`config.mk`:
```
export PLATFORM = sky130hd
export DESIGN_NAME = vending_input_conditioner
export DESIGN_NICKNAME = d
export VERILOG_FILES = /design/src/rtl/vending_input_conditioner.sv
export SDC_FILE = /design/constraint.sdc
export NUM_CORES = 1
export LEC_CHECK = 0
export BUFFER_PORTS_ARGS = -buffer_cell sky130_fd_sc_hd__buf_2
export CAP_MARGIN = 10
export CORE_ASPECT_RATIO = 1.2
export CORE_MARGIN = 2
export CORE_UTILIZATION = 49
export DETAILED_ROUTE_END_ITERATION = 16
export GPL_TIMING_DRIVEN = 0
export PLACE_DENSITY = 0.72
export RECOVER_POWER = 25
export SETUP_SLACK_MARGIN = 0.02
export SLEW_MARGIN = 20
export SYNTH_ARGS = -nofsm -noshare
export SYNTH_HDL_FRONTEND = slang
export SYNTH_SLANG_ARGS = --single-unit
```
`constraint.sdc`:
```
create_clock -name clk -period 2.4 [get_ports clk]
set_input_delay 0.48 -clock clk [delete_from_list [all_inputs] [get_ports clk]]
set_output_delay 0.48 -clock clk [all_outputs]
set_load 0.05 [all_outputs]
```
`src/rtl/vending_input_conditioner.sv`:
```
// vending_input_conditioner
//   Front end for the coin/selection vending FSM. Each raw pad code goes
//   through a synchroniser and a debouncer. A clean 00 -> X press on the
//   debounced code becomes a single event. The event is held until the slow
//   FSM consumes it with a one-cycle 'take' strobe.
//
//   Build option: define COIN_FIFO_EN to turn coin storage into a 4-entry
//   FIFO. Without it, coin storage is a single holding register.
//
// Ports
//   clk          system clock, rising edge
//   rst_n        asynchronous active-low reset
//   coin_raw     raw coin code (00 none, 01/10/11 denominations)
//   sel_raw      raw selection code (00 none, 01/10/11 product)
//   take         one-cycle strobe: downstream FSM sampled the outputs
//   coin_code    head coin event, 00 when nothing pending
//   coin_pending at least one coin event held
//   sel_code     held selection event, 00 when none
//   overflow     sticky, a coin event was dropped; cleared only by reset

// Per-channel conditioner: 2-flop sync, debounce, rising-event detect.
module vic_debounce #(
  parameter int DEBOUNCE_CYCLES = 16
) (
  input  logic       clk,
  input  logic       rst_n,
  input  logic [1:0] raw,
  output logic       ev,
  output logic [1:0] code
);
  localparam logic [15:0] CNT_MAX = 16'(DEBOUNCE_CYCLES - 1);
  // stable follows candidate on the same edge the counter reaches CNT_MAX,
  // so the test is made on the pre-increment value.
  localparam logic [15:0] CNT_THR = 16'(DEBOUNCE_CYCLES - 2);

  logic [1:0]  sync1, sync2, cand, stable, stable_d;
  logic [15:0] cnt;

  always_ff @(posedge clk or negedge rst_n) begin
    if (!rst_n) begin
      sync1    <= '0;
      sync2    <= '0;
      cand     <= '0;
      stable   <= '0;
      stable_d <= '0;
      cnt      <= '0;
    end else begin
      sync1    <= raw;
      sync2    <= sync1;
      stable_d <= stable;
      if (sync2 != cand) begin
        cand <= sync2;
        cnt  <= '0;
      end else begin
        if (cnt != CNT_MAX) cnt <= cnt + 16'd1;
        if (cnt >= CNT_THR) stable <= cand;
      end
    end
  end

  // Only 00 -> X counts. A direct X -> Y change has stable_d nonzero.
  assign ev   = (stable != 2'b00) && (stable_d == 2'b00);
  assign code = stable;
endmodule

module vending_input_conditioner #(
  parameter int DEBOUNCE_CYCLES = 16
) (
  input  logic       clk,
  input  logic       rst_n,
  input  logic [1:0] coin_raw,
  input  logic [1:0] sel_raw,
  input  logic       take,
  output logic [1:0] coin_code,
  output logic       coin_pending,
  output logic [1:0] sel_code,
  output logic       overflow
);
  localparam int NUM_CH  = 2;
  localparam int CH_COIN = 0;
  localparam int CH_SEL  = 1;

  logic [NUM_CH-1:0][1:0] ch_raw, ch_code;
  logic [NUM_CH-1:0]      ch_ev;

  assign ch_raw[CH_COIN] = coin_raw;
  assign ch_raw[CH_SEL]  = sel_raw;

  generate
    for (genvar g = 0; g < NUM_CH; g++) begin : g_ch
      vic_debounce #(.DEBOUNCE_CYCLES(DEBOUNCE_CYCLES)) u_db (
        .clk  (clk),
        .rst_n(rst_n),
        .raw  (ch_raw[g]),
        .ev   (ch_ev[g]),
        .code (ch_code[g])
      );
    end
  endgenerate

  logic       coin_ev, sel_ev;
  logic [1:0] coin_val, sel_val;
  logic       pop;

  assign coin_ev  = ch_ev[CH_COIN];
  assign coin_val = ch_code[CH_COIN];
  assign sel_ev   = ch_ev[CH_SEL];
  assign sel_val  = ch_code[CH_SEL];
  // take against empty storage is a no-op, even if a push lands this cycle.
  assign pop      = take && coin_pending;

  // Selection: a new event beats a coincident take.
  always_ff @(posedge clk or negedge rst_n) begin
    if (!rst_n)      sel_code <= '0;
    else if (sel_ev) sel_code <= sel_val;
    else if (take)   sel_code <= '0;
  end

`ifdef COIN_FIFO_EN
  logic [1:0] mem [4];
  logic [1:0] wr_ptr, rd_ptr, rd_nxt;
  logic [2:0] count, count_nxt;
  logic       full, do_push, drop;
  logic [1:0] head_nxt;

  always_comb begin
    full      = (count == 3'd4);
    do_push   = coin_ev && (!full || pop);
    drop      = coin_ev && full && !pop;
    rd_nxt    = rd_ptr + {1'b0, pop};
    count_nxt = count + {2'b00, do_push} - {2'b00, pop};
    // The new head is the slot being written this cycle when the push
    // lands exactly at the next read position (empty, or last entry popped).
    if (count_nxt == 3'd0)                 head_nxt = 2'b00;
    else if (do_push && rd_nxt == wr_ptr)  head_nxt = coin_val;
    else                                   head_nxt = mem[rd_nxt];
  end

  always_ff @(posedge clk or negedge rst_n) begin
    if (!rst_n) begin
      for (int i = 0; i < 4; i++) mem[i] <= '0;
      wr_ptr       <= '0;
      rd_ptr       <= '0;
      count        <= '0;
      coin_code    <= '0;
      coin_pending <= 1'b0;
      overflow     <= 1'b0;
    end else begin
      if (do_push) begin
        mem[wr_ptr] <= coin_val;
        wr_ptr      <= wr_ptr + 2'd1;
      end
      rd_ptr       <= rd_nxt;
      count        <= count_nxt;
      coin_code    <= head_nxt;
      coin_pending <= (count_nxt != 3'd0);
      if (drop) overflow <= 1'b1;
    end
  end
`else
  logic do_push, drop;

  assign do_push = coin_ev && (!coin_pending || pop);
  assign drop    = coin_ev && coin_pending && !pop;

  always_ff @(posedge clk or negedge rst_n) begin
    if (!rst_n) begin
      coin_code    <= '0;
      coin_pending <= 1'b0;
      overflow     <= 1'b0;
    end else begin
      if (do_push) begin
        coin_code    <= coin_val;
        coin_pending <= 1'b1;
      end else if (pop) begin
        coin_code    <= '0;
        coin_pending <= 1'b0;
      end
      if (drop) overflow <= 1'b1;
    end
  end
`endif
endmodule

```
# --- After elaboration in Yosys (flattened, before gate mapping) ---
# Index checks and enable logic that the tools add are counted.
totals:
  ff_bits: 58
  input_bits: 7
  out_inout_bits: 6
  word_cells: 55
op_classes:
  n_addsub: 2
  n_lt_le_gt_ge: 2
  n_eq_ne: 4
  muxes: 10
  n_bitwise: 2
  reduce_logical: 19
ops:
  columns: ["operator", "count"]
  rows:
  - ["16-bit two-way mux", 4]
  - ["16-bit by 1-bit adder with 16-bit output (second input constant)", 2]
  - ["16-bit by 4-bit greater-or-equal comparator with 1-bit output (second input constant)", 2]
  - ["16-bit by 4-bit != test with 1-bit output (second input constant)", 2]
  - ["2-bit nonzero test", 6]
  - ["2-bit two-way mux", 4]
  - ["1-bit logical AND", 6]
  - ["2-bit logical NOT", 2]
  - ["2-bit != test", 2]
  - ["2-bit AND reduction", 2]
  - ["1-bit logical NOT", 2]
  - ["1-bit two-way mux", 2]
  - ["1-bit NOT", 2]
  - ["1-bit logical OR", 1]

# --- Depth between registers and ports, before layout ---
# Gate-level depths: netlist of run 1.
logic_depth:
  ltp_word: 4
  depth_mapped: 6
  ltp_nobuf: 6

# --- Cells and area by module ---
# Synthesis of run 1 repeated with hierarchy kept, for this count alone.
unflattened:
  hier_cells: 237
  area_unflattened_um2: 2575.0
modules_own_cells:
  columns: ["mod", "n_inst", "cells_each", "area_per_inst_um2", "seq_area_each_um2"]
  rows:
  - ["vic_debounce", 2, 108, 1163.6, 650.6]
  - ["vending_input_conditioner", 1, 21, 247.7, 150.1]

# --- Worst setup path after synthesis of run 1 ---
# No wires, ideal clock.
synth_timing:
  kind: "reg-to-reg"
  from: "register g_ch[0].u_db.cnt[4]"
  to: "register g_ch[0].u_db.stable[0]"
  setup_time_ps: 127
  t_arrival_ps: 1352
  required_time_ps: 2273
  path_slack_ps: 921
  stages_incl_launch_ff: 5
  path_buffers: 0
  synth_period_minus_slack_ps: 1479
  path_cell_list: "dfrtp_1 -> nor4_2 -> nand4_1 -> nand2_1 -> mux2_1"
synth_via:
  elab_chain_len: 2
synth_rtl:
  columns: ["item", "line", "source"]
  rows:
  - ["start: declaration", "37", "logic [15:0] cnt;"]
  - ["start signal: assignment", "55", "if (cnt != CNT_MAX) cnt <= cnt + 16'd1;"]
  - ["16-bit by 4-bit greater-or-equal comparator with 1-bit output", "56", "if (cnt >= CNT_THR) stable <= cand;"]
  - ["2-bit AND reduction (no line)", null, null]
  - ["end signal: assignment", "56", null]
  - ["end: declaration", "36", "logic [1:0] sync1, sync2, cand, stable, stable_d;"]
# No other way between the ends.
# A chain may end at the register's enable or synchronous reset.

# --- Worst setup path in the final report of run 1 ---
layout_timing:
  from: "register g_ch[1].u_db.cnt[1]"
  to: "register g_ch[1].u_db.cnt[14]"
layout_via:
  elab_chain_len: 3
  elab_cells_between_ends: 5
  classes_between: "add/sub: 1; eq/ne: 1; mux: 2; reduce/logical: 1"
layout_rtl:
  columns: ["item", "line", "source"]
  rows:
  - ["start: declaration", "37", null]
  - ["start signal: assignment", "55", null]
  - ["16-bit by 1-bit adder with 16-bit output", "55", null]
  - ["16-bit two-way mux", "55", null]
  - ["16-bit two-way mux", "51", "if (sync2 != cand) begin"]
# Parallel ways exist; a longest one is shown, timed or not. The select of a mux whose other input is x is not followed.

==> results.py, run 1 <==
metrics = {
    "detailed_routing": {
        "wl_per_cell_um": 13.2,
        "initialDrtViolationCount": 130,
        "vias": 1734,
        "antenna_left": 0,
        "drc": 0,
        "routed_wl_mm": 4.14,
        "viasPerCell": 5.52,
        "dr.pass1.iters": 4,
    },
    "logic_synthesis": {
        "postSynthAreaPerCell_um2": 11.1,
        "synthesis.area_mm2": 0.00252,
        "yosys_warnings": 0,
        "synthCells": 227,
        "netlist.area_leader.share_pct": 57.6,
        "synth_area_leaders": "dfrtp_1, xnor2_1, nor2_1, xor2_1, nand4_1",
        "syn_nets": 238,
        "synth_cell_types": 36,
        "ys_seq_area_share_pct": 57.6,
        "synth.largest_area_cell": "dfrtp_1",
        "ys_seq_elements": 58,
    },
    "pwr": {
        "ir_drop_uv": 432,
        "power.density_mw_per_mm2": 694,
        "power.leakage_nw": 1.27,
        "power.total_mw": 1.98,
    },
    "worst_setup_path": {
        "endpoint_kind": "flop",
        "cp_slowest_cell": "dfrtp_1",
        "crit_path_start_kind": "flop",
        "path_class": "reg2reg",
        "cp.arrival_ps": 1870,
        "cp.required_ps": 2590,
        "cp.depth": 5,
        "cp_top_family": "simple AND/OR/NAND/NOR gates",
        "path_buf_inv": 0,
        "cp_cell_sequence": "ha_1 > nand3_1 > nor4_1 > xnor2_1 > nor2_1",
        "path_max_fanout": 7,
        "reg2reg_depth": 5,
        "cpPeakStageDelay_ps": 440,
    },
    "placed_design": {
        "gp_congestion": 0.774,
        "dp.cells": 299,
        "dp.final_hpwl_mm": 2.77,
        "dp_slack_ps": 734,
        "portBuffers": 12,
    },
    "sta": {
        "grt_setup_unrepaired": "false",
        "worst_slew_pin_slew_ps": 1380,
        "post-route-min-period_ps": 1680,
        "setup_violations": 0,
        "period_share_pct": 70.0,
        "clock_skew_ps": 12.1,
        "layout_setup_ws_ps": 720,
        "clock.fmax_mhz": 595,
        "fin_setup_tns_ps": 0,
        "relSlewSlack_pct": 7.99,
        "hold_viol_final": 0,
        "timing_max_transition_violations_final": 0,
    },
    "cts": {
        "ctsResizeCount": 0,
        "clkLatencyLatePin_ps": 330,
        "clk_pin_slew_ps": 60,
        "cts-root-buf": "clkbuf_8",
        "cts_tree": "yes",
        "clock_path_buffers": 2,
        "numCtsBuffers": 9,
        "htree_levels": 3,
        "numClockSinks": 58,
        "hold_buffers": 0,
        "post_cts_buffers": 0,
    },
    "global_route": {
        "grt_pass1_vias": 1667,
        "grt_max_degree": 59,
        "grt-ovfl-total": 0,
        "track_usage_pct": 16.0,
        "antenna_found_initial": 0,
        "grt_pass1_wl_mm": 7.16,
    },
    "layout": {
        "syn_to_final_growth_pct": 13.4,
        "stdcell_count": 314,
        "drive_above_1_share_pct": 14.6,
        "diodes": 0,
        "nets": 261,
    },
    "floorplanning": {
        "io_pins": 13,
        "rows": 28,
        "die_w_um": 69.5,
        "floorplan.initialDensity_pct": 51.0,
        "dieArea_mm2": 0.00574,
        "core-area_mm2": 0.00494,
        "die-height_um": 82.6,
    },
    "run": {
        "cap_violations": 0,
    },
    "status": {
        "outcome": "finished, final reports clean",
    },
    "min_path": {
        "min_path_cells": 1,
        "hold_class": "in2reg",
    },
}
==> metal layers <==
metal  GRT usage (%)  vias up  wire length (µm)
met2            25.3       29              1880
met5               0        -                 0
met3            4.98        8               195
met4            8.82        0                87
met1            19.8      840              1970
li1                -      857                 -
==> Yosys cell counts <==
master,number
o21a_1,1
nor4_2,3
nand4_4,1
a32o_1,2
nand4_1,10
or3_1,3
clkbuf_1,7
and4_1,3
a31oi_1,4
o21ai_0,6
ha_1,4
and4_4,1
a211oi_1,4
nand3_1,11
nor4_1,6
nand2_1,16
mux2_1,2
xor2_1,11
a21oi_1,5
mux2i_1,1
mux2_2,2
nand4_2,1
nand2b_1,1
a21o_1,1
and2_1,1
and4_2,1
nor2_1,28
dfrtp_1,58
inv_1,6
or2_2,2
nand3b_1,2
o21bai_1,1
xnor2_1,13
nor3_1,4
o211ai_1,3
and3_1,2
==> kinds of logic (layout without fill, tap and decap cells) <==
family                     count (synthesis)  after routing  share of synthesized area [%]
AOI/OAI and AO/OA                         27             27                           6.95
xor gates and xnor gates                  24             24                           8.34
adders and majority gates                  4              4                           1.99
buffers and inverters                     13             40                           1.94
DFF                                       58             58                           57.6
muxes                                      5              5                           2.18
and+or+nand+nor                           96             96                           21.0
==> cells in the final DEF (no fill, tap or decap), drive strengths merged, types with 5 or more instances in the layout <==
| master | synthesis | final |
|---|---|---|
| xnor2 | 13 | 13 |
| inv | 6 | 6 |
| nand4 | 12 | 12 |
| a21oi | 5 | 5 |
| nor2 | 28 | 28 |
| o21ai | 6 | 6 |
| nand2 | 16 | 16 |
| buf | 0 | 11 |
| nand3 | 11 | 11 |
| dfrtp | 58 | 58 |
| clkbuf | 7 | 21 |
| and4 | 5 | 5 |
| xor2 | 11 | 11 |
| nor4 | 9 | 9 |
==> area by class of cell <==
cell class / count / area, µm²
fill: 429 / 2080
sequential: 58 / 1450
multi-input combinational: 156 / 1020
clock buffer: 13 / 169
tap: 60 / 75.1
timing repair buffer: 12 / 60.1
clock inverter: 2 / 35.0
buffer: 7 / 26.3
inverter: 6 / 22.5
==> worst reg2reg max path: stages, from the launching register on <==
cell     delay [ps]
dfrtp_1         440
ha_1            240
nand3_1         250
nor4_1          420
xnor2_1         160
nor2_1           50
==> stage by stage <==
| stage | hold WS, ps | util [%] | instance area [µm²] |
|---|---|---|---|
| final | 260 | 57.9 | 2860 |
| after global placement | 334 | 53.8 | 2660 |
| after global routing | 242 | 57.9 | 2860 |
| after floorplan | 184 | - | 2520 |
| after CTS | 222 | 58.0 | 2860 |
| after detailed placement | 335 | 53.8 | 2660 |
==> registers in the layout, indices dropped and copies added, names as in the netlist <==
register and cells:
g_ch.u_db.cnt 32, g_ch.u_db.code 4, g_ch.u_db.sync2 4, g_ch.u_db.stable_d 4
sel_code 2, coin_pending 1, g_ch.u_db.cand 4, g_ch.u_db.sync1 4
coin_code 2, overflow 1
==> worst paths after layout <==
| path | to | slack [ps] | start |
|---|---|---|---|
| setup / recovery | g_ch[1].u_db.cnt[14] | 720 | g_ch[1].u_db.cnt[1] |
| hold / removal | g_ch[0].u_db.sync1[0] | 260 | coin_raw[0] |
| setup reg to reg | g_ch[1].u_db.cnt[14] | 720 | g_ch[1].u_db.cnt[1] |
| hold reg to reg | g_ch[1].u_db.sync2[1] | 350 | g_ch[1].u_db.sync1[1] |
| max in group asynchronous | g_ch[1].u_db.sync2[0] | 1100 | rst_n |
| min in group asynchronous | g_ch[1].u_db.cnt[8] | 460 | rst_n |
==> where the power goes <==
part	total, mW	switching, mW	internal (mW)	leakage (nW)
combinational	0.0700	0.0484	0.0216	0.384
sequential	1.01	0.0154	0.995	0.781
clock	0.903	0.346	0.557	0.106
total	1.98	0.410	1.57	1.27
Power figures use the tool's default switching activity.
==> run 2: changes to the inputs <==
Clock period 2.4 ns to 1.65 ns, I/O delays scaled along.
==> run 2 against run 1 <==
Net effect:
- combinational power grew 59%
- wire length grew 4.9%
- sequential power grew 46%
- cell area grew 3.8%
- clock power grew 45%
- critical path depth shrank 1
- utilization grew 2.2 points
- register-to-register slack lost 650 ps
- fmax grew 6.0%
- non-clock buffer count grew 3
- first-iteration DRC count shrank 0.77%
- critical endpoint is now g_ch[0].u_db.cnt[11]
==> results.py, run 2 (synthesis results as in run 1) <==
metrics = {
    "layout": {
        "final_common_cell": "dfrtp_1",
        "fill_cells": 413,
        "seqCellArea_mm2": 0.00146,
        "regMostFlops": "g_ch.u_db.cnt",
        "multi_input_area_mm2": 0.00110,
        "largest_reg_flops": 32,
        "syn_to_final_growth_pct": 17.7,
        "nets": 264,
        "drive_above_1_share_pct": 20.2,
        "diodes": 0,
        "layout_common_cells": "dfrtp_1, nor2_1, nand2_1, xnor2_1, clkbuf_8",
    },
    "sta": {
        "whs_ps": 110,
        "grt_setup_unrepaired": "false",
        "relSlewSlack_pct": 7.28,
        "timing_max_transition_violations_final": 0,
        "worst_slew_pin_slew_ps": 1390,
        "clock_skew_ps": 9.70,
        "period_share_pct": 96.0,
        "post-route-min-period_ps": 1580,
        "clock.fmax_mhz": 631,
        "hold_viol_final": 0,
        "setup_violations": 0,
        "layout_setup_ws_ps": 65.7,
    },
    "floorplanning": {
        "rows": 28,
        "die_w_um": 69.5,
        "floorplan.initialDensity_pct": 51.0,
        "io_pins": 13,
        "die-height_um": 82.6,
        "dieArea_mm2": 0.00574,
        "core-area_mm2": 0.00494,
    },
    "global_route": {
        "antenna_found_initial": 0,
        "grt-ovfl-total": 0,
        "grt_use_met2_pct": 25.9,
        "grt_pass1_wl_mm": 7.21,
        "grt_max_degree": 59,
        "grt_busiest_layer": "met2",
        "grt_pass1_vias": 1685,
        "track_usage_pct": 16.1,
        "met1_usage_pct": 19.7,
        "grt_use_met3_pct": 4.98,
    },
    "pwr": {
        "power.total_mw": 2.89,
        "ir_drop_uv": 627,
        "power.leakage_nw": 1.32,
        "power.density_mw_per_mm2": 975,
    },
    "placed_design": {
        "dp_slack_ps": -15.7,
        "portBuffers": 12,
        "dp.final_hpwl_mm": 2.77,
        "gp_congestion": 0.774,
    },
    "cts": {
        "clock_path_buffers": 2,
        "numCtsBuffers": 9,
        "cts-root-buf": "clkbuf_8",
        "hold_buffers": 0,
        "cts_tree": "yes",
        "htree_levels": 3,
        "clkLatencyLatePin_ps": 320,
        "clk_pin_slew_ps": 60,
        "numClockSinks": 58,
    },
    "run": {
        "cap_violations": 0,
    },
    "detailed_routing": {
        "wl_per_cell_um": 13.7,
        "initialDrtViolationCount": 129,
        "dr.pass1.iters": 4,
        "drc": 0,
        "antenna_left": 0,
        "routed_wl_mm": 4.34,
        "vias": 1761,
        "viasPerCell": 5.56,
    },
    "worst_setup_path": {
        "crit_path_start_kind": "flop",
        "path_max_fanout": 6,
        "path_class": "reg2reg",
        "cp.required_ps": 1900,
        "endpoint_kind": "flop",
        "cp.arrival_ps": 1830,
    },
    "status": {
        "outcome": "finished, final reports clean",
    },
    "min_path": {
        "hold_class": "in2reg",
    },
}
[run 2: power breakdown]
| group | leakage, nW | switching, mW | internal, mW |
|---|---|---|---|
| clock | 0.106 | 0.503 | 0.811 |
| combinational | 0.439 | 0.0727 | 0.0384 |
| sequential | 0.776 | 0.0219 | 1.45 |
| total | 1.32 | 0.598 | 2.30 |
[run 2: area by class of cell]
class                   instances  area share [%]
plain buffers                   7           0.927
clock buffers                  13            5.69
clock inverters                 2            1.18
inverters                       6           0.759
multi-input cells             156            37.1
flip-flops and latches         58            49.0
well taps                      60            2.53
repair buffers                 15            2.78
[run 2: final timing paths]
kind	from	depth (start not counted)	to	slack (ps)
worst max register to register	g_ch[0].u_db.cnt[5]	4	g_ch[0].u_db.cnt[11]	70
worst min register to register	g_ch[1].u_db.sync1[1]	0	g_ch[1].u_db.sync2[1]	350
max in group asynchronous	rst_n	1	g_ch[1].u_db.cnt[1]	400
min in group asynchronous	rst_n	1	g_ch[1].u_db.cnt[9]	320
worst max-delay path	g_ch[0].u_db.cnt[5]	4	g_ch[0].u_db.cnt[11]	70
worst min-delay path	coin_raw[0]	1	g_ch[0].u_db.sync1[0]	110
[run 2: timing repair]
action                     in CTS  in global routing
resized for setup               3                 15
cloned                          0                  0
buffers inserted                0                  3
pin swaps                       0                  2
setup endpoints to repair       2                 22
[run 2: through the flow]
| step | cell area (µm²) | instances | util [%] | setup TNS (ps) |
|---|---|---|---|---|
| floorplan | 2520 | 227 | - | 0 |
| global placement | 2660 | 299 | 53.8 | 0 |
| detailed placement | 2660 | 299 | 53.8 | -15.7 |
| CTS | 2880 | 314 | 58.3 | 0 |
| global route | 2970 | 317 | 60.1 | 0 |
| finish | 2970 | 317 | 60.1 | 0 |
[run 2: per-layer routing]
| layer | part of all wire, % | wire (µm) |
|---|---|---|
| met5 | 0 | 0 |
| met1 | 47 | 2060 |
| met3 | 3.7 | 160 |
| met4 | 1.6 | 68 |
| met2 | 47 | 2050 |
[run 2: critical path, stage by stage (launching register included)]
cell and delay (ps):
dfrtp_1 510, and4_4 320, nand4_4 140, or3_1 360, a21oi_1 170
